--- src/rtl/microwave_ctrl.sv ---
// microwave_ctrl: front-panel controller for a BCD countdown timer, magnetron and beeper.
// Optional feature macro: MICROWAVE_QUICK_START_EN (start with timer at 0:00 loads 0:30 and cooks).
// Ports:
//   i_clock        system clock, rising edge
//   i_clrn         synchronous active-low reset
//   i_key[9:0]     digit keys 0..9, active-high, one-hot press
//   i_startn       start/resume button, active-low
//   i_stopn        stop/cancel button, active-low
//   i_door_closed  1 = door closed
//   i_timer_zero   timer reads 0:00
//   o_timer_data   BCD digit presented with o_timer_loadn
//   o_timer_loadn  1-cycle active-low shift-load strobe
//   o_timer_en     1-cycle active-high decrement strobe
//   o_timer_clrn   1-cycle active-low clear strobe
//   o_magnet_on    magnetron drive
//   o_beep         beeper drive
//   o_state        IDLE=0 COOKING=1 PAUSED=2 DONE=3
module microwave_ctrl #(
  parameter int CLK_PER_SEC = 50_000_000,
  parameter int BEEP_SECS   = 3
) (
  input  logic       i_clock,
  input  logic       i_clrn,
  input  logic [9:0] i_key,
  input  logic       i_startn,
  input  logic       i_stopn,
  input  logic       i_door_closed,
  input  logic       i_timer_zero,
  output logic [3:0] o_timer_data,
  output logic       o_timer_loadn,
  output logic       o_timer_en,
  output logic       o_timer_clrn,
  output logic       o_magnet_on,
  output logic       o_beep,
  output logic [1:0] o_state
);
  localparam int BEEP_CYC = BEEP_SECS * CLK_PER_SEC;
  localparam int CW = $clog2(BEEP_CYC + 1);
  localparam logic [1:0] IDLE = 2'd0, COOKING = 2'd1, PAUSED = 2'd2, DONE = 2'd3;
`ifdef MICROWAVE_QUICK_START_EN
  localparam logic QS_EN = 1'b1;
`else
  localparam logic QS_EN = 1'b0;
`endif
  logic [9:0]    r_key, r_key_d;
  logic          r_start, r_start_d, r_stop, r_stop_d;
  logic [1:0]    r_state, r_qs;
  logic [CW-1:0] r_cnt;
  logic [3:0]    r_timer_data;
  logic          r_timer_loadn, r_timer_en, r_timer_clrn, r_magnet_on, r_beep;
  logic          w_key_evt, w_start_evt, w_stop_evt, w_tick, w_qs_abort, w_qs_go, w_qs_load0, w_digit_ld;
  logic [3:0]    w_digit, w_data_nx;
  logic [1:0]    w_state_nx, w_qs_nx;
  logic          w_loadn_nx, w_en_nx, w_clrn_nx;
  // a digit press is a one-hot key pattern appearing from all-released
  assign w_key_evt   = (r_key != '0) && ((r_key & (r_key - 10'd1)) == '0) && (r_key_d == '0);
  assign w_start_evt = r_start & ~r_start_d;
  assign w_stop_evt  = r_stop & ~r_stop_d;
  assign w_tick      = r_cnt == CW'(CLK_PER_SEC - 1);
  assign w_qs_abort  = !i_door_closed || w_stop_evt;
  // quick-start phases: 1 = data 3 issued, 2 = gap cycle, 3 = data 0 issued, then COOKING
  assign w_qs_go     = (r_qs == 2'd0) && (w_qs_nx == 2'd1);
  assign w_qs_load0  = (r_qs == 2'd2) && !w_qs_abort;
  assign w_digit_ld  = (r_state == IDLE) && (r_qs == 2'd0) && w_key_evt;
  always_comb begin
    w_digit = '0;
    for (int i = 0; i < 10; i++)
      if (r_key[i]) w_digit = 4'(i);
  end
  always_ff @(posedge i_clock) begin
    if (!i_clrn) begin
      r_key <= '0;
      r_key_d <= '0;
      r_start <= 1'b0;
      r_start_d <= 1'b0;
      r_stop <= 1'b0;
      r_stop_d <= 1'b0;
      r_state <= IDLE;
      r_qs <= '0;
      r_cnt <= '0;
    end else begin
      r_key <= i_key;
      r_key_d <= r_key;
      r_start <= ~i_startn;
      r_start_d <= r_start;
      r_stop <= ~i_stopn;
      r_stop_d <= r_stop;
      r_state <= w_state_nx;
      r_qs <= w_qs_nx;
      // one counter serves as prescaler in COOKING and beep timer in DONE; held in PAUSED
      r_cnt <= (w_state_nx != r_state) ? '0 : (r_state == COOKING && w_tick) ? '0 :
               r_state[0] ? r_cnt + CW'(1) : r_cnt;
    end
  end
  always_comb begin
    w_state_nx = r_state;
    w_qs_nx = r_qs;
    case (r_state)
      IDLE:
        if (r_qs != 2'd0) begin
          w_qs_nx = w_qs_abort ? 2'd0 : r_qs + 2'd1;
          w_state_nx = (r_qs == 2'd3 && !w_qs_abort) ? COOKING : IDLE;
        end else if (w_start_evt && i_door_closed) begin
          if (!i_timer_zero) w_state_nx = COOKING;
          else if (QS_EN) w_qs_nx = 2'd1;
        end
      COOKING: w_state_nx = (!i_door_closed || w_stop_evt) ? PAUSED : i_timer_zero ? DONE : COOKING;
      PAUSED:  w_state_nx = w_stop_evt ? IDLE :
                            (w_start_evt && i_door_closed) ? (i_timer_zero ? DONE : COOKING) : PAUSED;
      DONE:    w_state_nx = (w_key_evt || w_start_evt || w_stop_evt || !i_door_closed ||
                             r_cnt == CW'(BEEP_CYC - 1)) ? IDLE : DONE;
    endcase
  end
  always_comb begin
    w_loadn_nx = !(w_digit_ld || w_qs_go || w_qs_load0);
    w_data_nx  = w_qs_go ? 4'd3 : w_qs_load0 ? 4'd0 : w_digit_ld ? w_digit : r_timer_data;
    // a tick coinciding with any exit (incl. timer at zero) is dropped to avoid a 0:00 wrap
    w_en_nx    = (r_state == COOKING) && (w_state_nx == COOKING) && w_tick;
    w_clrn_nx  = !(w_stop_evt && (((r_state == IDLE) && (r_qs == 2'd0)) || (r_state == PAUSED)));
  end
  always_ff @(posedge i_clock) begin
    if (!i_clrn) begin
      r_timer_data <= '0;
      r_timer_loadn <= 1'b1;
      r_timer_en <= 1'b0;
      r_timer_clrn <= 1'b0;
      r_magnet_on <= 1'b0;
      r_beep <= 1'b0;
    end else begin
      r_timer_data <= w_data_nx;
      r_timer_loadn <= w_loadn_nx;
      r_timer_en <= w_en_nx;
      r_timer_clrn <= w_clrn_nx;
      r_magnet_on <= w_state_nx == COOKING;
      r_beep <= w_state_nx == DONE;
    end
  end
  assign o_timer_data  = r_timer_data;
  assign o_timer_loadn = r_timer_loadn;
  assign o_timer_en    = r_timer_en;
  assign o_timer_clrn  = r_timer_clrn;
  assign o_magnet_on   = r_magnet_on;
  assign o_beep        = r_beep;
  assign o_state       = r_state;
endmodule

--- config.mk ---
export PLATFORM = sky130hd
export DESIGN_NAME = microwave_ctrl
export DESIGN_NICKNAME = d
export VERILOG_FILES = /design/src/rtl/microwave_ctrl.sv
export SDC_FILE = /design/constraint.sdc
export NUM_CORES = 1
export LEC_CHECK = 0
export BUFFER_PORTS_ARGS = -buffer_cell sky130_fd_sc_hd__buf_2
export CORE_MARGIN = 3
export CORE_UTILIZATION = 50
export CTS_CLUSTER_DIAMETER = 100
export DETAILED_ROUTE_END_ITERATION = 8
export MAX_ROUTING_LAYER = met4
export PLACE_DENSITY = 0.69
export SLEW_MARGIN = 25
export SYNTH_ARGS = -nofsm -noshare
export SYNTH_HDL_FRONTEND = slang
export SYNTH_SLANG_ARGS = --single-unit
--- constraint.sdc ---
create_clock -name i_clock -period 2.8 [get_ports i_clock]
set_input_delay 0 -clock i_clock [delete_from_list [all_inputs] [get_ports i_clock]]
set_output_delay 0 -clock i_clock [all_outputs]
set_load 0.005 [all_outputs]
==> results.json, run 1 <==
{
  "grt_max_degree": 36,
  "cts.path.max_buffers": 2,
  "cp.arrival_ns": 2.54,
  "status": "completed",
  "start_kind": "register",
  "dpl.hpwl_um": 3970,
  "vias": 2372,
  "grt_pass1_vias": 2200,
  "fin_crit_sh_pct": 82.8,
  "start_util_pct": 52.4,
  "ir_drop_mv": 0.433,
  "p_per_area_mw_per_mm2": 554,
  "root_buffer": "clkbuf_8",
  "synthesis.area_mm2": 0.00292,
  "ys_seq_area_share_pct": 44.5,
  "synth_flop_cell": "dfxtp_1",
  "grt.met1_usage_pct": 22.8,
  "grt_use_met2_pct": 30.7,
  "grt_usage_pct": 19.8,
  "maxSlewViolCount": 0,
  "clk_pin_slew_ns": 0.08,
  "period_minus_slack_ns": 2.32,
  "htreeDepth": 3,
  "fin_util_pct": 61.8,
  "power_uw": 1910,
  "min_delay_path_depth": 2,
  "worstMarginPinSlew_ns": 0.514,
  "yosysTopAreaCellShare_pct": 44.5,
  "wl_per_cell_um": 13.5,
  "crit_fanout": 25,
  "cp.required_ns": 3.02,
  "clock.fmax_mhz": 431,
  "die_w_um": 82.4,
  "tns_ns": 0,
  "antenna_left": 0,
  "post-route-drc-count": 0,
  "ios": 27,
  "leakage_uw": 0.00127,
  "criticalPathCategory": "register to register",
  "core_area_mm2": 0.00557,
  "finalSetupViolCount": 0,
  "critPathMaxStageDelay_ns": 0.36,
  "maxCapViolCount": 0,
  "hold_violations": 0,
  "clock_skew_ns": 0.00727,
  "syn_inst": 314,
  "drt_iter0_drc": 102,
  "ys_warn_count": 0,
  "cts_tree": "done",
  "finalWirelength_um": 5890,
  "syn_nets": 334,
  "top_usage_layer": "met2",
  "ff2ff_path_depth": 8,
  "drtPass1Iterations": 4,
  "drive_gt1_share_pct": 17.9,
  "rsz0062_at_grt": "false",
  "routabilityCongestion": 0.823,
  "synth_area_per_cell_um2": 9.30,
  "rows": 27,
  "min_path_type": "input port to register",
  "synth_area_leader_cell": "dfxtp_1",
  "slew_headroom_pct": 65.3,
  "drt-vias-per-instance": 5.45,
  "async_reset_ff_share_pct": 0,
  "slowest_stage": "dfxtp_1",
  "clk_latency_ns": 0.35,
  "grt_overflow_total": 0,
  "synth_edf_count": 0,
  "diodes": 0,
  "synth.area.top_cells": "dfxtp_1, xnor2_1, and2_1",
  "die_area_mm2": 0.00680,
  "syn_to_final_growth_pct": 17.9,
  "met3_usage_pct": 7.38,
  "grt_pass1_wl_um": 9900,
  "cts_inserted_buffers": 9,
  "crit_path_cell_trace": "ha_1, nor4b_1, nand3_1, nor4_1, and3b_1, o21ai_2, buf_4, nor3_1",
  "antenna_found_initial": 0,
  "synth-seq-cells": 65,
  "endpoint_kind": "register",
  "cts_sinks": 65,
  "nets": 378,
  "dieHeight_um": 82.4,
  "io_buffers": 26,
  "ys_types": 58
}
[per-stage QoR]
| stage | hold WS (ns) | instances | area [µm²] | worst slack [ns] |
|---|---|---|---|---|
| CTS | 0.0530 | 435 | 3440 | 0.505 |
| finish | 0.0521 | 435 | 3440 | 0.480 |
| detailed placement | 0.162 | 407 | 3110 | 0.522 |
| global placement | 0.158 | 407 | 3110 | 0.627 |
| floorplan | 0.0716 | 314 | 2920 | 0.809 |
| global route | 0.0924 | 435 | 3440 | 0.324 |
[report_power, final]
| group | switching [µW] | internal [µW] | leakage [µW] |
|---|---|---|---|
| logic | 59.4 | 59.4 | 0.000632 |
| registers | 17.6 | 946 | 0.000529 |
| clock network | 381 | 446 | 0.000107 |
[routing by layer]
| metal | share of wire, % | vias to the layer above |
|---|---|---|
| li1 | - | 1205 |
| met1 | 46 | 1097 |
| met2 | 47 | 53 |
| met3 | 4.8 | 17 |
| met4 | 2.2 | 0 |
| met5 | 0 | - |
[sequential cells by signal, indices dropped and copies added (netlist names)]
| name | flops |
|---|---|
| o_magnet_on | 1 |
| o_beep | 1 |
| r_stop_d | 1 |
| r_key_d | 10 |
| r_qs | 2 |
| o_timer_data | 4 |
| r_key | 10 |
| o_timer_loadn | 1 |
| r_stop | 1 |
| r_start_d | 1 |
| r_cnt | 28 |
| o_timer_clrn | 1 |
| o_state | 2 |
| r_start | 1 |
| o_timer_en | 1 |
[worst paths after layout]
path                         start                  endpoint  slack (ns)
min reg2reg      r_stop$_SDFF_PN0_       r_stop_d$_SDFF_PN0_        0.46
max reg2reg  r_cnt[0]$_SDFFE_PP0P_    r_cnt[20]$_SDFFE_PP0P_        0.48
min                         i_clrn  o_timer_loadn$_SDFF_PN1_        0.05
max          r_cnt[0]$_SDFFE_PP0P_    r_cnt[20]$_SDFFE_PP0P_        0.48
[kinds of logic (layout without fill, tap and decap cells)]
| family | after synthesis | in the layout | synth area share, % |
|---|---|---|---|
| mux | 3 | 3 | 1.03 |
| fa+ha+maj | 4 | 4 | 1.71 |
| compound gates | 32 | 32 | 7.97 |
| xor+xnor | 27 | 27 | 8.09 |
| buf+inv | 20 | 69 | 3.43 |
| flops | 65 | 65 | 44.5 |
| simple gates | 163 | 163 | 33.2 |
[repair_timing]
item                                   in CTS  in global routing
resized for setup                           0                  0
buffers inserted                            0                  0
endpoints found under the hold margin      12                  0
hold buffers                               12                  0
[cell type report]
class	instances	area (µm²)
clock buffers	10	138
clock inverters	6	73.8
fillers	488	2130
inverters	11	41.3
multi-input cells	229	1520
flip-flops and latches	65	1300
well taps	72	90.1
repair buffers	42	280
[synth_stat cells (all sizes together) (4+ instances only)]
cell,n
nor2,15
o21ai,9
nand2,20
inv,11
buf,5
xor2,9
and4,6
clkbuf,4
dfxtp,65
nand4,9
a21oi,7
nor4,10
xnor2,18
nor3,34
ha,4
and2,26
nand3,12
nor2b,8
[layout by cell type, fill, tap and decap left out, types with 4 or more instances in the layout]
| master | count |
|---|---|
| nand3_1 | 12 |
| nor2b_1 | 7 |
| a21oi_1 | 6 |
| xor2_1 | 9 |
| clkbuf_8 | 10 |
| and2_1 | 25 |
| nand4_1 | 9 |
| dfxtp_1 | 65 |
| nor3_1 | 29 |
| inv_1 | 10 |
| nor2_1 | 15 |
| and4_1 | 5 |
| buf_4 | 4 |
| xnor2_1 | 18 |
| nor4_1 | 8 |
| buf_2 | 26 |
| ha_1 | 4 |
| nor3_2 | 5 |
| o21ai_0 | 7 |
| dlygate4sd3_1 | 12 |
| nand2_1 | 20 |
[worst max-delay path, delay by kind of cell (launching register included)]
kind | cells | cell delay, ns
compound gates | 1 | 0.06
fa+ha+maj | 1 | 0.25
buf+inv | 1 | 0.30
flops | 1 | 0.36
simple gates | 5 | 1.21
(Power assumes the default switching activity.)
==> inputs of run 2 (changes only) <==
PLACE_DENSITY = 0.72   (was 0.69)
clock period = 1.85 ns   (was 2.8 ns; I/O delays follow)
==> run 2 against run 1 <==
Net effect: the run now ends with negative setup slack left; sequential power is 52% higher; core utilization is 13 points higher; clock skew hardly changed; final area is 22% higher; critical path type unchanged; highest routed layer unchanged.
==> results.json, run 2 (synthesis gave the netlist of run 1 again) <==
{
  "status": "finished, violations left",
  "violations": "negative setup slack",
  "clk_pin_slew_ns": 0.07,
  "min_path_type": "input port to register",
  "finalWirelength_um": 7890,
  "min_delay_path_depth": 6,
  "rsz0062_at_grt": "true",
  "root_buffer": "clkbuf_8",
  "hold_start": "i_timer_zero",
  "slowest_stage": "or4b_4",
  "clk_latency_ns": 0.35,
  "worst-path-buf-inv": 2,
  "cts_tree": "done",
  "syn_to_final_growth_pct": 43.3,
  "core_area_mm2": 0.00557,
  "cts_inserted_buffers": 9,
  "antenna_left": 0,
  "top_usage_layer": "met2",
  "slew_headroom_pct": 72.5,
  "hold_violations": 0,
  "drt_iter0_drc": 158,
  "diodes": 0,
  "grt_usage_pct": 24.2,
  "rows": 27,
  "critPathMaxStageDelay_ns": 0.55,
  "period_minus_slack_ns": 1.97,
  "nets": 442,
  "maxCapViolCount": 0,
  "min_to": "o_state[1]$_SDFF_PN0_",
  "crit_path_frequent_cell": "nor4_2",
  "ios": 27,
  "largest_reg_flops": 28,
  "regMostFlops": "r_cnt",
  "grt_pass1_vias": 2645,
  "cts.path.max_buffers": 2,
  "start_util_pct": 52.4,
  "final_cell_mix": "buf_4, dfxtp_1, buf_2",
  "tns_ns": -3.04,
  "leakage_uw": 0.00165,
  "post-place-ws_ns": -0.107,
  "regToRegStartpoint": "r_cnt[10]$_SDFFE_PP0P_",
  "drive_gt1_share_pct": 36.3,
  "r2r_slack_ns": -0.12,
  "crit_fanout": 4,
  "dpl.cell_count": 463,
  "r2r-end": "r_cnt[14]$_SDFFE_PP0P_",
  "critical-path-top-delay-family": "simple AND/OR/NAND/NOR gates",
  "ir_drop_mv": 0.516,
  "cp.required_ns": 2.09,
  "drtPass1Iterations": 4,
  "post-route-drc-count": 0,
  "grt.met1_usage_pct": 27.2,
  "clock.fmax_mhz": 507,
  "criticalPathCategory": "register to register",
  "cts_sinks": 65,
  "start_kind": "register",
  "power_uw": 2940,
  "clock_skew_ns": 0.00733,
  "maxSlewViolCount": 0,
  "cp.arrival_ns": 2.21,
  "final_cells": 499,
  "grt_pass1_wl_um": 11900,
  "routabilityCongestion": 0.881,
  "grt_max_degree": 22,
  "die_w_um": 82.4,
  "dpl.hpwl_um": 5150,
  "vias": 2696,
  "io_buffers": 26,
  "wl_per_cell_um": 15.8,
  "fin_ws_ns": -0.121,
  "crit_path_cell_trace": "or4b_4, nand4b_1, nor4_2, nor4_2, a21oi_4, buf_6, clkbuf_16, nor3_2",
  "met3_usage_pct": 7.48,
  "largestRegisters": "r_cnt (28), r_key (10), r_key_d (10)",
  "finalSetupViolCount": 29,
  "ff2ff_path_depth": 8,
  "grt_use_met2_pct": 39.8,
  "final_common_cell": "buf_4",
  "drt-vias-per-instance": 5.40,
  "worstMarginPinSlew_ns": 0.409,
  "dieHeight_um": 82.4,
  "endpoint_kind": "register",
  "htreeDepth": 3,
  "grt_overflow_total": 0,
  "fin_crit_sh_pct": 107,
  "antenna_found_initial": 0,
  "p_per_area_mw_per_mm2": 703,
  "die_area_mm2": 0.00680
}
[run 2: tightest hold or removal path: cells and delay by family]
kind | cells | cell delay [ns]
AO/OA/AOI/OAI | 2 | 0.30
AND/OR/NAND/NOR | 3 | 0.19
buffers and inverters | 1 | 0.07
[run 2: how the worst max path moves through the flow]
stage / depth (start not counted) / slack, ns / to / start
2_1_floorplan: 7 / -0.01 / r_cnt[8]$_SDFFE_PP0P_ / r_cnt[8]$_SDFFE_PP0P_
3_3_place_gp: 6 / -0.07 / r_cnt[10]$_SDFFE_PP0P_ / r_cnt[10]$_SDFFE_PP0P_
3_5_place_dp: 7 / -0.11 / r_cnt[18]$_SDFFE_PP0P_ / r_cnt[10]$_SDFFE_PP0P_
4_1_cts: 8 / -0.09 / r_cnt[11]$_SDFFE_PP0P_ / r_cnt[10]$_SDFFE_PP0P_
5_1_grt: 8 / -0.23 / r_cnt[2]$_SDFFE_PP0P_ / r_cnt[10]$_SDFFE_PP0P_
6_report: 8 / -0.12 / r_cnt[14]$_SDFFE_PP0P_ / r_cnt[10]$_SDFFE_PP0P_
[run 2: power breakdown]
part	switching (µW)	leakage [µW]	internal, µW
registers	24.4	0.000532	1430
logic	144	0.00102	154
clock network	530	0.0000974	656
total	698	0.00165	2240
[run 2: metrics by stage]
step	util (%)	hold slack [ns]	cell area [µm²]
3_3_place_gp	64.7	0.161	3610
2_1_floorplan	-	0.0716	2960
5_1_grt	75.1	0.293	4190
3_5_place_dp	64.7	0.172	3610
6_report	75.1	0.256	4190
4_1_cts	71.8	0.236	4000
[run 2: final cells by class]
cell class	instances	area (µm²)
timing repair buffer	106	846
clock inverter	3	40.0
sequential	65	1310
tap	72	90.1
fill	355	1390
multi-input combinational	229	1710
inverter	11	41.3
clock buffer	13	149
[run 2: what timing repair did]
| action | 4_1_cts | 5_1_grt |
|---|---|---|
| hold buffers | 13 | 0 |
| gates resized for setup | 6 | 32 |
| buffers inserted | 3 | 2 |
| pin swaps | 1 | 6 |
| setup endpoints to repair | 37 | 38 |
| endpoints found under the hold margin | 13 | 0 |
| gates cloned | 1 | 1 |
[run 2: metal layers]
layer | vias to the layer above | routed length [µm]
li1 | 1331 | -
met1 | 1288 | 3350
met2 | 64 | 4070
met3 | 13 | 348
met4 | 0 | 122
met5 | - | 0
==> inputs of run 3 (changes only) <==
--- a/config.mk
+++ b/config.mk
@@ -13,4 +13,5 @@
 export MAX_ROUTING_LAYER = met4
 export PLACE_DENSITY = 0.72
+export SKIP_LAST_GASP = 1
 export SLEW_MARGIN = 25
 export SYNTH_ARGS = -nofsm -noshare
==> constraint.sdc (replaced) <==
create_clock -name i_clock -period 1.85 [get_ports i_clock]
set_input_delay 0.37 -clock i_clock [delete_from_list [all_inputs] [get_ports i_clock]]
set_output_delay 0.37 -clock i_clock [all_outputs]
set_load 0.005 [all_outputs]
==> run 3 against run 2 <==
Net effect: the flow still finishes with violations (negative setup slack); worst hold slack lost 0.075 ns; sequential cell count did not move; clock skew rose by 0.0043 ns; die area stayed put; final area down 4.1%; clock power grew 13%; first-iteration DRC count fell by 32%; largest cell class unchanged.
==> results.json, run 3 (synthesis gave the netlist of run 1 again) <==
{
  "fin_crit_sh_pct": 107,
  "regMostFlops": "r_cnt",
  "io_buffers": 26,
  "maxCapViolCount": 0,
  "die_w_um": 82.4,
  "post-route-drc-count": 0,
  "worstMarginPinSlew_ns": 0.458,
  "root_buffer": "clkbuf_8",
  "endpoint_kind": "register",
  "htreeDepth": 3,
  "start_util_pct": 52.4,
  "grt_usage_pct": 22.4,
  "clock_skew_ns": 0.0117,
  "ff2ff_path_depth": 8,
  "cts_inserted_buffers": 9,
  "cp.arrival_ns": 2.21,
  "hold_violations": 0,
  "grt_pass1_wl_um": 11100,
  "leakage_uw": 0.00158,
  "core_area_mm2": 0.00557,
  "finalSetupViolCount": 33,
  "criticalPathCategory": "register to register",
  "r2r_slack_ns": -0.14,
  "drtPass1Iterations": 4,
  "rsz0062_at_grt": "true",
  "antenna_left": 0,
  "p_per_area_mw_per_mm2": 765,
  "ctsHoldBuffers": 0,
  "regToRegStartpoint": "r_key[3]$_SDFF_PN0_",
  "wl_per_cell_um": 14.7,
  "clk_pin_slew_ns": 0.07,
  "ir_drop_mv": 0.481,
  "drive_gt1_share_pct": 35.4,
  "power_uw": 3070,
  "drt_iter0_drc": 107,
  "start_kind": "register",
  "final_common_cell": "dfxtp_1",
  "rows": 27,
  "min_to": "r_stop$_SDFF_PN0_",
  "cts.path.max_buffers": 2,
  "period_minus_slack_ns": 1.99,
  "die_area_mm2": 0.00680,
  "ios": 27,
  "grt_pass1_vias": 2388,
  "fin_ws_ns": -0.138,
  "slew_headroom_pct": 69.2,
  "diodes": 0,
  "routabilityCongestion": 0.855,
  "maxSlewViolCount": 0,
  "violations": "negative setup slack",
  "nets": 425,
  "largestRegisters": "r_cnt (28), r_key (10), r_key_d (10)",
  "grt_max_degree": 26,
  "min_path_type": "input port to register",
  "dpl.hpwl_um": 4810,
  "status": "finished, violations left",
  "cts_tree": "done",
  "finalWirelength_um": 7090,
  "min_delay_path_depth": 2,
  "cp.required_ns": 2.07,
  "clk_latency_ns": 0.34,
  "hold_start": "i_stopn",
  "dieHeight_um": 82.4,
  "antenna_found_initial": 0,
  "holdWs_ns": 0.181,
  "r2r-end": "r_cnt[25]$_SDFFE_PP0P_",
  "largest_reg_flops": 28,
  "final_cell_mix": "dfxtp_1, buf_4, nor3_1",
  "syn_to_final_growth_pct": 37.4,
  "cts_sinks": 65,
  "grt_overflow_total": 0,
  "clock.fmax_mhz": 503,
  "vias": 2628,
  "drt-vias-per-instance": 5.45,
  "crit_fanout": 16
}
run 3: worst max path at each step:
stage	startpoint	end	slack (ns)
final	r_key[3]$_SDFF_PN0_	r_cnt[25]$_SDFFE_PP0P_	-0.14
after global routing	r_cnt[10]$_SDFFE_PP0P_	r_cnt[25]$_SDFFE_PP0P_	-0.23
after CTS	r_cnt[10]$_SDFFE_PP0P_	r_cnt[25]$_SDFFE_PP0P_	-0.10
after detailed placement	r_cnt[0]$_SDFFE_PP0P_	r_cnt[25]$_SDFFE_PP0P_	-0.14
after global placement	r_cnt[10]$_SDFFE_PP0P_	r_cnt[8]$_SDFFE_PP0P_	-0.06
after floorplan	r_cnt[8]$_SDFFE_PP0P_	r_cnt[8]$_SDFFE_PP0P_	-0.01
run 3: layer usage:
metal / GRT usage [%] / vias to the layer above / routed length (µm)
li1: - / 1303 / -
met1: 27.6 / 1253 / 3260
met2: 35.1 / 63 / 3410
met3: 5.21 / 9 / 316
met4: 9.30 / 0 / 97
met5: - / - / 0
run 3: repair_timing:
item                                    4_1_cts  5_1_grt
cloned                                        0        2
gates resized for setup                       5       25
buffers inserted                              0        2
pin swaps                                     1        7
endpoints found under the setup margin       34       38
run 3: power by group:
group          internal, µW  switching [µW]
sequential             1430            23.4
combinational           142             132
clock                   799             543
total                  2370             698
run 3: critical path, stage by stage (launching register included):
cell	delay, ns
dfxtp_4	0.36
nor3_4	0.24
nand2_2	0.13
a2111oi_4	0.40
buf_4	0.18
o21ai_2	0.07
a21oi_4	0.24
buf_12	0.18
nor3_1	0.07
run 3: through the flow:
stage / util (%) / setup TNS, ns / cells / setup slack (ns) / area (µm²)
finish: 72.0 / -3.25 / 482 / -0.138 / 4020
global route: 72.0 / -7.28 / 482 / -0.231 / 4020
CTS: 69.2 / -2.60 / 478 / -0.104 / 3850
detailed placement: 64.6 / -3.45 / 462 / -0.144 / 3600
global placement: 64.6 / -1.43 / 462 / -0.0586 / 3600
floorplan: - / -0.186 / 314 / -0.0134 / 2960
run 3: final cells by class:
| class | instances | area [µm²] |
|---|---|---|
| inverter | 11 | 41.3 |
| fill | 402 | 1560 |
| sequential | 65 | 1310 |
| tap | 72 | 90.1 |
| timing repair buffer | 89 | 669 |
| multi-input combinational | 229 | 1680 |
| clock inverter | 6 | 91.3 |
| clock buffer | 10 | 138 |
